==> config.mk <==
export PLATFORM = sky130hd
export DESIGN_NAME = rotary_rgb_ctrl
export DESIGN_NICKNAME = d
export VERILOG_FILES = /design/src/rtl/irotary_pkg.sv /design/src/rtl/rotary_rgb_ctrl_pwm_gen.sv /design/src/rtl/rotary_rgb_ctrl.sv
export SDC_FILE = /design/constraint.sdc
export NUM_CORES = 1
export LEC_CHECK = 0
export CAP_MARGIN = 10
export CELL_PAD_IN_SITES_DETAIL_PLACEMENT = 0
export CELL_PAD_IN_SITES_GLOBAL_PLACEMENT = 1
export CORE_ASPECT_RATIO = 0.9
export CORE_MARGIN = 1.5
export CORE_UTILIZATION = 42
export CTS_BUF_LIST = sky130_fd_sc_hd__clkbuf_4 sky130_fd_sc_hd__clkbuf_8
export DETAILED_ROUTE_END_ITERATION = 8
export DONT_BUFFER_PORTS = 1
export HOLD_SLACK_MARGIN = 0.08
export PLACE_DENSITY = 0.65
export SYNTH_ARGS = -nofsm -noshare
export SYNTH_HDL_FRONTEND = slang
export SYNTH_HIERARCHICAL = 1
export SYNTH_SLANG_ARGS = --single-unit
==> constraint.sdc <==
create_clock -name CLK -period 2.7 [get_ports CLK]
set_input_delay 0.54 -clock CLK [delete_from_list [all_inputs] [get_ports CLK]]
set_output_delay 0.54 -clock CLK [all_outputs]
set_load 0.01 [all_outputs]
==> src/rtl/irotary_pkg.sv <==
// Shared types and defaults for the rotary encoder RGB menu controller.
package irotary_pkg;

    localparam int unsigned N_CH_DEF  = 3;
    localparam int unsigned VAL_W_DEF = 4;

    typedef enum logic [2:0] {
        S_BROWSE,
        S_ENTER,
        S_EDIT,
        S_PRESS,
        S_WAIT_REL
    } state_t;

endpackage

==> src/rtl/rotary_rgb_ctrl_pwm_gen.sv <==
// Free-running PWM counter shared by N_CH registered duty comparators.
module pwm_gen
    import irotary_pkg::*;
#(
    parameter int unsigned N_CH  = N_CH_DEF,
    parameter int unsigned VAL_W = VAL_W_DEF
) (
    input  logic                    CLK,
    input  logic                    RST_N,
    input  logic [N_CH*VAL_W-1:0]   duty_flat,
    output logic [N_CH-1:0]         ov_pwm
);

    logic [VAL_W-1:0] pwm_cnt;

    always_ff @(posedge CLK or negedge RST_N) begin
        if (!RST_N) begin
            pwm_cnt <= '0;
            ov_pwm  <= '0;
        end else begin
            pwm_cnt <= pwm_cnt + 1'b1;
            for (int unsigned i = 0; i < N_CH; i++) begin
                ov_pwm[i] <= (pwm_cnt < duty_flat[i*VAL_W +: VAL_W]);
            end
        end
    end

endmodule

==> src/rtl/rotary_rgb_ctrl.sv <==
// Menu controller: encoder steps browse channels or edit a shadow duty;
// short press enters/commits an edit, long press cancels it.
module rotary_rgb_ctrl
    import irotary_pkg::*;
#(
    parameter int unsigned N_CH   = N_CH_DEF,
    parameter int unsigned VAL_W  = VAL_W_DEF,
    parameter int unsigned HOLD_W = 20
) (
    input  logic              CLK,
    input  logic              RST_N,
    input  logic              i_step,
    input  logic              i_step_cw,
    input  logic              i_button,
    output logic [1:0]        o_sel,
    output logic              o_edit,
    output logic [VAL_W-1:0]  ov_val_sel,
    output logic [N_CH-1:0]   ov_pwm
);

    localparam logic [1:0]        SEL_LAST  = 2'(N_CH - 1);
    // Cancel fires on the cycle hold_cnt would reach all-ones.
    localparam logic [HOLD_W-1:0] HOLD_LAST = {{(HOLD_W-1){1'b1}}, 1'b0};

    state_t              state, state_nx;
    logic [1:0]          sel, sel_nx;
    logic [VAL_W-1:0]    val [N_CH];
    logic [VAL_W-1:0]    shadow, shadow_nx;
    logic [HOLD_W-1:0]   hold_cnt, hold_nx;
    logic                btn_q;
    logic                rise;
    logic                commit;
    logic [N_CH*VAL_W-1:0] duty_flat;

    assign rise = i_button & ~btn_q;

    always_ff @(posedge CLK or negedge RST_N) begin
        if (!RST_N) begin
            state    <= S_BROWSE;
            sel      <= '0;
            shadow   <= '0;
            hold_cnt <= '0;
            btn_q    <= 1'b1;
        end else begin
            state    <= state_nx;
            sel      <= sel_nx;
            shadow   <= shadow_nx;
            hold_cnt <= hold_nx;
            btn_q    <= i_button;
        end
    end

    always_ff @(posedge CLK or negedge RST_N) begin
        if (!RST_N) begin
            for (int unsigned i = 0; i < N_CH; i++) val[i] <= '0;
        end else if (commit) begin
            for (int unsigned i = 0; i < N_CH; i++) begin
                if (sel == 2'(i)) val[i] <= shadow;
            end
        end
    end

    always_comb begin
        state_nx  = state;
        sel_nx    = sel;
        shadow_nx = shadow;
        hold_nx   = hold_cnt;
        commit    = 1'b0;
        unique case (state)
            S_BROWSE: begin
                if (rise) begin
                    state_nx  = S_ENTER;
                    shadow_nx = val[sel];
                end else if (i_step) begin
                    if (i_step_cw) sel_nx = (sel == SEL_LAST) ? 2'd0 : sel + 2'd1;
                    else           sel_nx = (sel == 2'd0) ? SEL_LAST : sel - 2'd1;
                end
            end
            S_ENTER: begin
                if (!i_button) state_nx = S_EDIT;
            end
            S_EDIT: begin
                if (rise) begin
                    state_nx = S_PRESS;
                    hold_nx  = '0;
                end else if (i_step) begin
                    if (i_step_cw) begin
                        if (shadow != '1) shadow_nx = shadow + 1'b1;
                    end else begin
                        if (shadow != '0) shadow_nx = shadow - 1'b1;
                    end
                end
            end
            S_PRESS: begin
                if (!i_button) begin
                    commit   = 1'b1;
                    state_nx = S_BROWSE;
                end else begin
                    hold_nx = hold_cnt + 1'b1;
                    if (hold_cnt == HOLD_LAST) state_nx = S_WAIT_REL;
                end
            end
            S_WAIT_REL: begin
                if (!i_button) state_nx = S_BROWSE;
            end
            default: state_nx = S_BROWSE;
        endcase
    end

    assign o_sel      = sel;
    assign o_edit     = (state == S_ENTER) || (state == S_EDIT) || (state == S_PRESS);
    assign ov_val_sel = o_edit ? shadow : val[sel];

    always_comb begin
        duty_flat = '0;
        for (int unsigned i = 0; i < N_CH; i++) begin
            duty_flat[i*VAL_W +: VAL_W] = (o_edit && sel == 2'(i)) ? shadow : val[i];
        end
    end

    pwm_gen #(
        .N_CH  (N_CH),
        .VAL_W (VAL_W)
    ) u_pwm (
        .CLK       (CLK),
        .RST_N     (RST_N),
        .duty_flat (duty_flat),
        .ov_pwm    (ov_pwm)
    );

endmodule

==> results of run 1 <==
-- final timing paths --
path / start / end / slack, ns
max: o_sel[0]$_DFFE_PN0P_ / ov_val_sel[3] / 0.40
min: i_button / btn_q$_DFF_PN1_ / 0.22
max reg2reg: state[1]$_DFFE_PN0P_ / u_pwm/ov_pwm[0]$_DFF_PN0_ / 0.42
min reg2reg: u_pwm/pwm_cnt[0]$_DFF_PN0_ / u_pwm/pwm_cnt[0]$_DFF_PN0_ / 0.51
max in group asynchronous: RST_N / btn_q$_DFF_PN1_ / 1.69
min in group asynchronous: RST_N / shadow[3]$_DFFE_PN0P_ / 0.74
-- logic make-up after synthesis --
group / count (synthesis) / synth area share
buffers and inverters: 35 / 0.05050
AOI/OAI and AO/OA: 66 / 0.1437
DFF: 49 / 0.3841
xor gates and xnor gates: 6 / 0.01644
adders and majority gates: 18 / 0.07283
muxes: 36 / 0.1249
and+or+nand+nor: 106 / 0.2075
-- flip-flops by register name, indices dropped and copies added (netlist names) --
name,flops
btn_q,1
hold_cnt,20
o_sel,2
shadow,4
state,3
u_pwm/ov_pwm,3
u_pwm/pwm_cnt,4
val,12
-- Yosys cell counts (2+ instances only) --
library cell,count,area (µm²)
dfrtp_1,48,1201
mux2_2,31,349.1
a21oi_1,25,125.1
nand2_1,21,78.83
inv_1,18,67.56
ha_1,17,212.7
nor2_1,12,45.04
nand3_1,11,55.05
o21ai_0,11,55.05
or4_1,9,67.56
o31ai_1,8,60.06
buf_2,6,30.03
clkbuf_1,6,22.52
or3_1,6,37.54
and4_1,5,43.79
mux2i_1,5,50.05
nand4_1,5,31.28
nor3_1,5,25.02
nand4_2,4,50.05
xor2_1,4,35.03
a211o_1,3,26.28
a211oi_1,3,22.52
a21boi_1,3,22.52
a22oi_1,3,22.52
and3_1,3,18.77
nor4_1,3,18.77
o41ai_2,3,48.80
or2_2,3,18.77
buf_4,2,15.01
buf_6,2,22.52
nand2b_1,2,12.51
nor2_2,2,12.51
nor2b_1,2,12.51
o2bb2ai_1,2,17.52
xnor2_1,2,17.52
-- area by class of cell --
cell class	count	share of cell area
multi-input cells	232	0.5307
inverters	19	0.02095
flip-flops and latches	49	0.3605
clock inverters	3	0.01360
clock buffers	5	0.02021
repair buffers	6	0.01985
well taps	93	0.03418
-- critical path, cell delays in order (launching register included) --
cell and delay (ns):
dfrtp_1 0.62, mux2_2 0.39, a22oi_1 0.25, a21oi_1 0.19
-- where the power goes --
part | switching, mW | total [mW] | internal (mW)
sequential | 0.271 | 1.16 | 0.892
clock | 0.272 | 0.550 | 0.278
combinational | 0.492 | 1.02 | 0.528
-- layer usage --
metal | up-vias | share of wire
met2 | 32 | 0.41
met4 | 0 | 0.0079
met3 | 7 | 0.035
met5 | - | 0
met1 | 1112 | 0.55
li1 | 1164 | -
-- stage by stage --
stage	cell area, µm²	setup slack (ns)
finish	3405	0.4042
CTS	3395	0.3997
global placement	3252	0.5154
detailed placement	3252	0.4366
global route	3405	0.2549
floorplan	3196	0.5323
==> flow_metrics.tcl, run 1 <==
set metrics [dict create \
    grt_max_degree 50 \
    drc 0 \
    start_kind "flip-flop" \
    synth_fp_nets 339 \
    die_area_um2 8142 \
    antenna_found_initial 0 \
    gp_congestion 0.7414 \
    cts_buffers 5 \
    max_cap_violations 0 \
    rows 29 \
    worstMarginPinSlew_ns 0.5354 \
    cp_max_fo 9 \
    final_common_cell "dfrtp_1" \
    gr-total-overflow 0 \
    ys_seq_elements 49 \
    fillers 704 \
    ctsResizeCount 0 \
    grtUsageMet2 0.2669 \
    grtUsageMet1 0.2999 \
    ioPinCount 15 \
    wirelength_um 6947 \
    drive_gt1_frac 0.2134 \
    critPathArrivalTime_ns 1.76 \
    setup.worst_path.class "flip-flop to output pin" \
    nets 336 \
    post_cts_buffers 0 \
    post-dp-hpwl_um 4820 \
    htreeDepth 2 \
    report.power.total_mw 2.732 \
    power_density_nw_per_um2 802.6 \
    maxSlewHeadroom 0.6403 \
    coreArea_um2 7221 \
    placed_cells 397 \
    wl_per_cell_um 17.07 \
    insertedDiodeCount 0 \
    synth_cell_type_count 56 \
    drv_slew 0 \
    async_flop_share 1.000 \
    rsz0062_at_grt "no" \
    mostFrequentLayoutCells "dfrtp_1, mux2_2, a21oi_1, nand2_1, inv_1" \
    status "finished, final reports clean" \
    multiInputGateArea_um2 1807 \
    met3_usage 0.03723 \
    dr.pass1.iters 4 \
    ys.flop_type "dfrtp_1" \
    avgViaCountPerCell 5.688 \
    setup_tns_ns 0 \
    hold_buffers 1 \
    die_height_um 85.75 \
    cts_tree "yes" \
    busiest_layer "met1" \
    first_iter_violations 100 \
    final_util 0.4715 \
    whs_ns 0.2195 \
    cts_sinks 49 \
    min_period_ns 2.296 \
    fmax_mhz 435.6 \
    synthToLayoutAreaGrowth_pct 6.539 \
    start_util 0.4426 \
    yosysWarningCount 6 \
    regArea_um2 1227 \
    fin_cells 407 \
    grtUsageTotal 0.1907 \
    worst_ep_required_time_ns 2.16 \
    grt_pass1_wl_um 12090 \
    synth_area_per_cell_um2 10.11 \
    synth_cells 316 \
    period_share 0.8503 \
    ys_seq_area_frac 0.3841 \
    root_buffer "clkbuf_8" \
    hold_violations 0 \
    ant_nets 0 \
    port_buffers 0 \
    setup_viol 0 \
    clk_path_buf_depth 2 \
    hp-class "input port to flip-flop" \
    num_vias 2315 \
    fp.dieW_um 94.95 \
    clk_pin_slew_ns 0.10 \
    reg2reg_depth 9 \
    ir_drop_v 0.0002441 \
    synth_area_um2 3196 \
    whs_path_depth 0 \
    clock_latency_ns 0.31 \
    power.leakage_nw 1.499 \
    fin_skew_ns 0.01499 \
    first_global_vias 2283 \
    synth_edf_count 0 \
    worstSetupEndpointType "output pin" \
]
No activity file was read; power rests on OpenSTA's default activity.
==> run 2: changes to the inputs <==
==> constraint.sdc (replaced) <==
create_clock -name CLK -period 2.26 [get_ports CLK]
set_input_delay 0.452 -clock CLK [delete_from_list [all_inputs] [get_ports CLK]]
set_output_delay 0.452 -clock CLK [all_outputs]
set_load 0.01 [all_outputs]
==> run 2 against run 1 <==
Net effect: count of clock-buffer cells in the layout up 2; register-to-register slack worse by 0.17 ns; sequential cell count unchanged; non-clock buffer count up 7; via count up 0.86%; clock power up 25%; sequential power up 14%; wire length up 1.4%; clock skew down 0.0063 ns; critical path type unchanged.
==> flow_metrics.tcl, run 2 (synthesized netlist as in run 1, its figures left out) <==
set metrics [dict create \
    status "finished, final reports clean" \
    cts_buffers 5 \
    cp_max_fo 5 \
    reg.largest.list "hold_cnt (20), val (12)" \
    drive_gt1_frac 0.2368 \
    whs_path_depth 0 \
    fin_skew_ns 0.008696 \
    final_common_cell "dfrtp_1" \
    port_buffers 0 \
    ioPinCount 15 \
    maxSlewHeadroom 0.6332 \
    place_area_um2 3304 \
    setup.worst_path.class "flip-flop to output pin" \
    insertedDiodeCount 0 \
    slowest_delay_ns 0.45 \
    root_buffer "clkbuf_8" \
    clock_latency_ns 0.31 \
    grt_max_degree 50 \
    cts_tree "yes" \
    setup_viol 0 \
    drc 0 \
    rsz0062_at_grt "yes" \
    r2r_setup_slack_ns 0.25 \
    hp-class "input port to flip-flop" \
    setup_tns_ns 0 \
    drv_slew 0 \
    crit_chain "buf_4, mux2_2, a22oi_1, a21oi_1" \
    hold_violations 0 \
    max_cap_violations 0 \
    fp.dieW_um 94.95 \
    first_global_vias 2288 \
    nets 343 \
    worstHoldEndpoint "btn_q$_DFF_PN1_" \
    ir_drop_v 0.0003082 \
    worstSetupEndpointType "output pin" \
    avgViaCountPerCell 5.640 \
    fmax_mhz 455.0 \
    wl_per_cell_um 17.02 \
    grtUsageTotal 0.1897 \
    htreeDepth 2 \
    cts_sinks 49 \
    clk_path_buf_depth 2 \
    ant_nets 0 \
    coreArea_um2 7221 \
    die_height_um 85.75 \
    power.leakage_nw 1.538 \
    worstHoldStart "i_button" \
    post-dp-hpwl_um 4892 \
    grt_pass1_wl_um 11830 \
    period_share 0.9724 \
    power_density_nw_per_um2 962.7 \
    antenna_found_initial 0 \
    start_kind "flip-flop" \
    die_area_um2 8142 \
    post_cts_buffers 0 \
    r2r_end "u_pwm/ov_pwm[0]$_DFF_PN0_" \
    r2r_start "state[2]$_DFFE_PN0P_" \
    worstMarginPinSlew_ns 0.5461 \
    largest_reg_flops 20 \
    fillers 677 \
    gr-total-overflow 0 \
    gp_congestion 0.7659 \
    start_util 0.4426 \
    num_vias 2335 \
    finalInstanceArea_um2 3463 \
    min_period_ns 2.198 \
    dr.pass1.iters 4 \
    critPathArrivalTime_ns 1.75 \
    synthToLayoutAreaGrowth_pct 8.379 \
    reg2reg_depth 8 \
    crit_slowest_cell "dfrtp_2" \
    worst_ep_required_time_ns 1.81 \
    wirelength_um 7046 \
    top_register "hold_cnt" \
    clk_pin_slew_ns 0.10 \
    mostFrequentLayoutCells "dfrtp_1, mux2_2, a21oi_1, nand2_1" \
    first_iter_violations 80 \
    rows 29 \
]
-- run 2: cell types whose count changed in the layout (fill, tap and decap cells not counted), sizes merged --
cell and delta:
buf +7, clkbuf +2, clkinv -1, clkinvlp -1
-- run 2: worst max path at each step --
stage	cells after the start	endpoint	startpoint	slack, ns
2_1_floorplan	11	u_pwm/ov_pwm[0]$_DFF_PN0_	state[1]$_DFFE_PN0P_	0.11
3_3_place_gp	9	u_pwm/ov_pwm[2]$_DFF_PN0_	state[0]$_DFFE_PN0P_	0.23
3_5_place_dp	8	u_pwm/ov_pwm[1]$_DFF_PN0_	state[2]$_DFFE_PN0P_	0.22
4_1_cts	4	ov_val_sel[2]	o_sel[0]$_DFFE_PN0P_	0.06
5_1_grt	4	ov_val_sel[2]	o_sel[0]$_DFFE_PN0P_	-0.03
6_report	4	ov_val_sel[2]	o_sel[0]$_DFFE_PN0P_	0.06
-- run 2: per-layer routing --
| metal | up-vias | global-route usage | share of wire |
|---|---|---|---|
| met5 | - | 0 | 0 |
| met4 | 0 | 0.05292 | 0.0088 |
| met3 | 4 | 0.03635 | 0.036 |
| met2 | 27 | 0.2721 | 0.41 |
| met1 | 1129 | 0.2882 | 0.55 |
| li1 | 1175 | - | - |
-- run 2: cell type report --
type	instances	area (µm²)	area share
Multi-Input combinational cell	232	1807	0.5217
Sequential cell	49	1229	0.3548
Timing Repair Buffer	13	120.1	0.03468
Tap cell	93	116.4	0.03360
Clock buffer	7	90.09	0.02601
Inverter	19	71.32	0.02059
Clock inverter	1	30.03	0.008671
-- run 2: critical path, delay by kind of cell, from the launching register on --
| kind | cells | cell delay [ns] |
|---|---|---|
| AOI/OAI and AO/OA | 2 | 0.49 |
| buffers and inverters | 1 | 0.17 |
| DFF | 1 | 0.45 |
| muxes | 1 | 0.33 |
-- run 2: per-stage QoR --
step | utilization | std cells | worst slack, ns | hold WS, ns | power [mW]
floorplan | - | 316 | 0.1100 | 0.1564 | 2.318
global placement | 0.4576 | 404 | 0.2293 | 0.1576 | 2.625
detailed placement | 0.4576 | 404 | 0.2165 | 0.1580 | 2.642
CTS | 0.4796 | 414 | 0.06410 | 0.1178 | 3.374
global route | 0.4796 | 414 | -0.03052 | 0.1120 | 3.603
finish | 0.4796 | 414 | 0.06231 | 0.1306 | 3.334
-- run 2: timing repair --
action	4_1_cts	5_1_grt
resized for setup	1	1
hold buffers	2	0
endpoints found under the setup margin	1	3
endpoints found under the hold margin	49	0
-- run 2: where the power goes --
part	internal [mW]	switching, mW
clock	0.374	0.314
sequential	1.07	0.254
combinational	0.676	0.648
